File: src/rtl/apb_pkg.sv
// Shared definitions for the two-requester APB front end.
//   - default APB address/data widths
//   - FSM state encoding (plain localparams plus an enum built on them)
//   - strb_width(): number of byte strobes for a given data width
package apb_pkg;

    localparam int APB_ADDR_W = 32;
    localparam int APB_DATA_W = 32;

    localparam logic [1:0] ST_IDLE   = 2'd0;
    localparam logic [1:0] ST_SETUP  = 2'd1;
    localparam logic [1:0] ST_ACCESS = 2'd2;

    typedef enum logic [1:0] {
        IDLE   = ST_IDLE,
        SETUP  = ST_SETUP,
        ACCESS = ST_ACCESS
    } apb_state_e;

    function automatic int strb_width(input int data_w);
        return data_w / 8;
    endfunction

endpackage

File: src/rtl/rr_arbiter_2.sv
// Two-way round-robin grant logic (purely combinational).
//   eligible   : requesters currently allowed to compete
//   last_grant : index of the requester served most recently
//   grant      : one-hot winner, zero when nobody is eligible
// The pointer itself lives in the parent; this block only decides.
module rr_arbiter_2 (
    input  logic [1:0] eligible,
    input  logic       last_grant,
    output logic [1:0] grant
);

    always_comb begin
        grant = eligible;
        // On contention the requester that was not served last wins.
        if (eligible == 2'b11) begin
            grant = last_grant ? 2'b01 : 2'b10;
        end
    end

endmodule

File: src/rtl/apb_rr_arbiter.sv
// Two-requester APB master with round-robin arbitration and a PREADY
// watchdog.
//   PCLK, PRESETn          : clock (rising edge), async active-low reset
//   req_valid/req_write    : per-requester request and direction
//   req_addr0/1, wdata0/1  : per-requester address and write data
//   req_done               : one-cycle one-hot completion pulse
//   rsp_rdata, rsp_err     : response, qualified by req_done, held otherwise
//   PSEL..PSTRB            : APB master outputs
//   PREADY, PRDATA, PSLVERR: APB slave inputs
//
// Requester handshake: a requester raises req_valid[i] with stable
// addr/wdata/write and keeps everything stable until req_done[i] pulses.
// req_done[i] is the only acceptance/completion event; there is no separate
// ready. During the done cycle the requester is masked from arbitration, so
// it may either drop req_valid in the following cycle or keep it high to
// issue another request.
module apb_rr_arbiter
    import apb_pkg::*;
#(
    parameter int ADDR_W  = APB_ADDR_W,
    parameter int DATA_W  = APB_DATA_W,
    parameter int TIMEOUT = 16
) (
    input  logic                          PCLK,
    input  logic                          PRESETn,
    input  logic [1:0]                    req_valid,
    input  logic [1:0]                    req_write,
    input  logic [ADDR_W-1:0]             req_addr0,
    input  logic [ADDR_W-1:0]             req_addr1,
    input  logic [DATA_W-1:0]             req_wdata0,
    input  logic [DATA_W-1:0]             req_wdata1,
    output logic [1:0]                    req_done,
    output logic [DATA_W-1:0]             rsp_rdata,
    output logic                          rsp_err,
    output logic                          PSEL,
    output logic                          PENABLE,
    output logic                          PWRITE,
    output logic [ADDR_W-1:0]             PADDR,
    output logic [DATA_W-1:0]             PWDATA,
    output logic [strb_width(DATA_W)-1:0] PSTRB,
    input  logic                          PREADY,
    input  logic [DATA_W-1:0]             PRDATA,
    input  logic                          PSLVERR
);

    // Watchdog width keeps at least one bit so TIMEOUT=0 still elaborates.
    localparam int CNT_W = (TIMEOUT > 0) ? $clog2(TIMEOUT + 1) : 1;
    localparam logic [CNT_W-1:0] WD_LAST = CNT_W'((TIMEOUT > 0) ? TIMEOUT - 1 : 0);
    localparam logic [CNT_W-1:0] WD_SAT  = {CNT_W{1'b1}};

    apb_state_e       state;
    logic             last_grant;
    logic             grant_idx;
    logic [CNT_W-1:0] wd_cnt;

    logic [1:0]       eligible;
    logic [1:0]       grant;
    logic             win_sel;
    logic             wd_expire;
    logic             complete;

    // A requester completing this cycle must not be re-granted the same
    // request before it has had a chance to withdraw or renew it.
    assign eligible = req_valid & ~req_done;

    rr_arbiter_2 u_rr_arbiter_2 (
        .eligible   (eligible),
        .last_grant (last_grant),
        .grant      (grant)
    );

    assign win_sel   = grant[1];
    // PREADY has priority over expiry: expiry only fires while PREADY is low.
    assign wd_expire = (TIMEOUT != 0) && !PREADY && (wd_cnt == WD_LAST);
    assign complete  = PREADY || wd_expire;

    always_ff @(posedge PCLK or negedge PRESETn) begin
        if (!PRESETn) begin
            state      <= IDLE;
            last_grant <= 1'b1;
            grant_idx  <= 1'b0;
            wd_cnt     <= '0;
            req_done   <= '0;
            rsp_rdata  <= '0;
            rsp_err    <= 1'b0;
            PSEL       <= 1'b0;
            PENABLE    <= 1'b0;
            PWRITE     <= 1'b0;
            PADDR      <= '0;
            PWDATA     <= '0;
            PSTRB      <= '0;
        end else begin
            req_done <= '0;
            case (state)
                IDLE: begin
                    if (|grant) begin
                        grant_idx <= win_sel;
                        PADDR     <= win_sel ? req_addr1 : req_addr0;
                        PWDATA    <= win_sel ? req_wdata1 : req_wdata0;
                        PWRITE    <= req_write[win_sel];
                        PSTRB     <= req_write[win_sel] ? '1 : '0;
                        PSEL      <= 1'b1;
                        PENABLE   <= 1'b0;
                        state     <= SETUP;
                    end
                end
                SETUP: begin
                    PENABLE <= 1'b1;
                    wd_cnt  <= '0;
                    state   <= ACCESS;
                end
                ACCESS: begin
                    if (complete) begin
                        req_done   <= grant_idx ? 2'b10 : 2'b01;
                        rsp_rdata  <= (PREADY && !PWRITE) ? PRDATA : '0;
                        rsp_err    <= PREADY ? PSLVERR : 1'b1;
                        PSEL       <= 1'b0;
                        PENABLE    <= 1'b0;
                        PSTRB      <= '0;
                        last_grant <= grant_idx;
                        state      <= IDLE;
                    end else if (wd_cnt != WD_SAT) begin
                        wd_cnt <= wd_cnt + CNT_W'(1);
                    end
                end
                default: state <= IDLE;
            endcase
        end
    end

endmodule

File: config.mk
export PLATFORM = sky130hd
export DESIGN_NAME = apb_rr_arbiter
export DESIGN_NICKNAME = d
export VERILOG_FILES = /design/src/rtl/apb_pkg.sv /design/src/rtl/rr_arbiter_2.sv /design/src/rtl/apb_rr_arbiter.sv
export SDC_FILE = /design/constraint.sdc
export NUM_CORES = 1
export LEC_CHECK = 0
export ABC_AREA = 1
export CAP_MARGIN = 20
export CELL_PAD_IN_SITES_DETAIL_PLACEMENT = 0
export CELL_PAD_IN_SITES_GLOBAL_PLACEMENT = 1
export CORE_ASPECT_RATIO = 2
export CORE_UTILIZATION = 26
export DETAILED_ROUTE_END_ITERATION = 8
export PLACE_DENSITY = 0.82
export REMOVE_ABC_BUFFERS = 1
export SKIP_CTS_REPAIR_TIMING = 1
export SLEW_MARGIN = 20
export SYNTH_ARGS = -nofsm -noshare
export SYNTH_HDL_FRONTEND = slang
export SYNTH_SLANG_ARGS = --single-unit
File: constraint.sdc
create_clock -name PCLK -period 1.68 [get_ports PCLK]
set_input_delay 0.336 -clock PCLK [delete_from_list [all_inputs] [get_ports PCLK]]
set_output_delay 0.336 -clock PCLK [all_outputs]
set_load 0.01 [all_outputs]
==> impl_metrics.toml <==
[status]
status = "completed"

[synth]
synthXorXnorAreaFrac_pct = 0
syn_inst = 729
yosysWarnings = 0
ys_types = 23
synth_adder_area_share_pct = 1.535
synth_top_family_by_area = "simple AND/OR/NAND/NOR gates"
synth_compound_area_share_pct = 0.7018
synth_simple_gate_area_share_pct = 38.68
ys_seq_area_share_pct = 49.14
syn_area_sq_um = 5705
yosys-mux-area-fraction_pct = 0
ys_seq_elements = 112
syn_area_per_cell_sq_um = 7.826

[power]
power.density_nw_per_um2 = 1470
vdd_drop_max_v = 0.0005672
p_leak_nw = 4.719

[grt]
track_usage_pct = 17.48
grtUsageMet2_pct = 34.82
grt_max_degree = 65
use_met1_pct = 17.39
grt_pass1_vias = 5706
overflow = 0
antenna_found_initial = 0
grt_pass1_wl_um = 30010
grt-busiest-layer = "met2"
grtUsageMet3_pct = 2.309

[clocking]
clk-insertion-delay-late_ns = 0.36
cts_sinks = 112
clk_pin_slew_ns = 0.08
cts_root_buffer = "clkbuf_16"
numCtsBuffers = 9
clockBufferDepth = 2
htreeDepth = 3
cts_tree = "done"

[critical_path]
cp-end-kind = "primary output"
path_delay_family = "buffers and inverters"
startpoint_type = "register"
cp.depth = 1
worstPathCellList = "clkdlybuf4s50_1"
timing.rr.start = "wd_cnt[0]"
critPathBufInv = 1
slowest_delay_ns = 0.60
rr_worst_depth = 10
r2r_end = "rsp_rdata[16]"
arrival_ns = 1.32
worstPathRequired_ns = 1.34
critical_path_class = "reg2out"
crit_slowest_cell = "clkdlybuf4s50_1"
cp_max_fo = 2
reg2reg_slack_ns = 0.07

[worst_hold_path]
worstHoldStart = "grant_idx"
hold_end = "req_done[0]"
min_path_cells = 1
hold_class = "reg2reg"

[cells_and_area]
area_growth_pct = 64.52
regArea_sq_um = 2805
layout.cells.non_filler = 1277
mostFrequentLayoutCell = "nand2_1"
diodes = 0
finalCoreUtilization_pct = 43.68
multi_input_area_sq_um = 2395
final_cell_mix = "nand2_1, clkdlybuf4s50_1, dfrtp_1, nand3_1, inv_1"
n_fill_cell = 2168
nets = 1174
drive_gt1_share_pct = 7.669

[drt]
wire_per_inst_um = 15.65
first_pass_iters = 5
drt_wl_total_um = 19990
drt_drc_violations_left = 0
vias = 5643
via_per_inst = 4.419
drtIter0Drc = 186
final_antenna_net_count = 0

[placed_design]
dp_cells = 1256
place_ws_ns = -0.1000
port_buffers = 273
hpwlAfterDp_um = 14960
gp_congestion = 0.8676

[timing]
setup_viol = 0
worst_slack_ns = 0.02515
tightest_slew_ns = 0.3755
drv_slew = 0
relSlewSlack_pct = 74.96
fin_crit_sh_pct = 98.50
hold_viol_final = 0
fmax_mhz = 604.3
period_needed_ns = 1.655
fin_skew_ns = 0.01258

[floorplanning]
fp.dieH_um = 211.5
initial_core_util_pct = 26.55
rows = 76
ios = 274
coreArea_sq_um = 21490
die_w_um = 106.7
die_area_sq_um = 22580

[flow_run]
max_cap_viol_count = 0
[flip-flops by register name (all words and copies together), names as in the netlist]
signal / count
last_grant: 1
state: 2
PSTRB: 1
req_done: 2
rsp_err: 1
wd_cnt: 5
PSEL: 1
PENABLE: 1
grant_idx: 1
PADDR: 32
rsp_rdata: 32
PWDATA: 32
PWRITE: 1
[cell usage after synthesis (all sizes together)]
master	number	area, sq um
or2	3	18.77
nand3	105	525.5
nand4	2	12.51
inv	78	292.8
dfstp	1	26.28
buf	41	251.5
nand3b	64	480.5
o21ai	8	40.04
clkbuf	6	22.52
dfrtp	111	2778
nand2	290	1094
nor2	12	71.32
nor3	1	5.000
ha	7	87.58
[metal layers]
metal | routed length [um] | vias to the layer above
met5 | 0 | -
li1 | - | 2812
met3 | 848 | 25
met2 | 11540 | 187
met4 | 596 | 0
met1 | 6996 | 2619
[worst max-delay path by stage]
stage	start	end	slack, ns
global route	wd_cnt[1]	rsp_rdata[16]	-0.02
floorplan	last_grant	PWRITE	-1.91
finish	PADDR[12]	PADDR[12]	0.03
global placement	req_valid[0]	PWDATA[16]	-0.08
CTS	PSTRB[2]	PSTRB[2]	-0.07
detailed placement	req_valid[0]	PADDR[22]	-0.10
[cells by family (layout without fill, tap and decap cells)]
family | after synthesis | in the layout
simple gates | 477 | 477
buf+inv | 125 | 400
flops | 112 | 112
compound gates | 8 | 8
fa+ha+maj | 7 | 7
[area by class of cell]
cell class | instances | area share (%)
clock buffer | 10 | 2.546
clock inverter | 6 | 0.6532
inverter | 78 | 3.172
multi-input combinational | 492 | 25.51
sequential | 112 | 29.89
timing repair buffer | 306 | 34.59
tap | 273 | 3.639
[report_power, final]
group,switching [mW],leakage (nW),total (mW),internal (mW)
Clock,1.10,0.144,2.18,1.08
Combinational,3.53,3.16,7.14,3.61
Sequential,0.645,1.41,4.47,3.83
Total,5.27,4.72,13.8,8.52
[metrics by stage]
stage	power, mW	cell area [sq um]	hold slack, ns	TNS (ns)
finish	13.79	9387	0.4738	0
global route	14.83	9387	0.4960	-0.1229
detailed placement	11.64	8929	0.3669	-3.025
CTS	13.91	9229	-0.02543	-0.3766
floorplan	7.349	5431	0.04041	-132.26
global placement	11.57	8929	0.3604	-1.852
No activity file was read; power rests on OpenSTA's default activity.
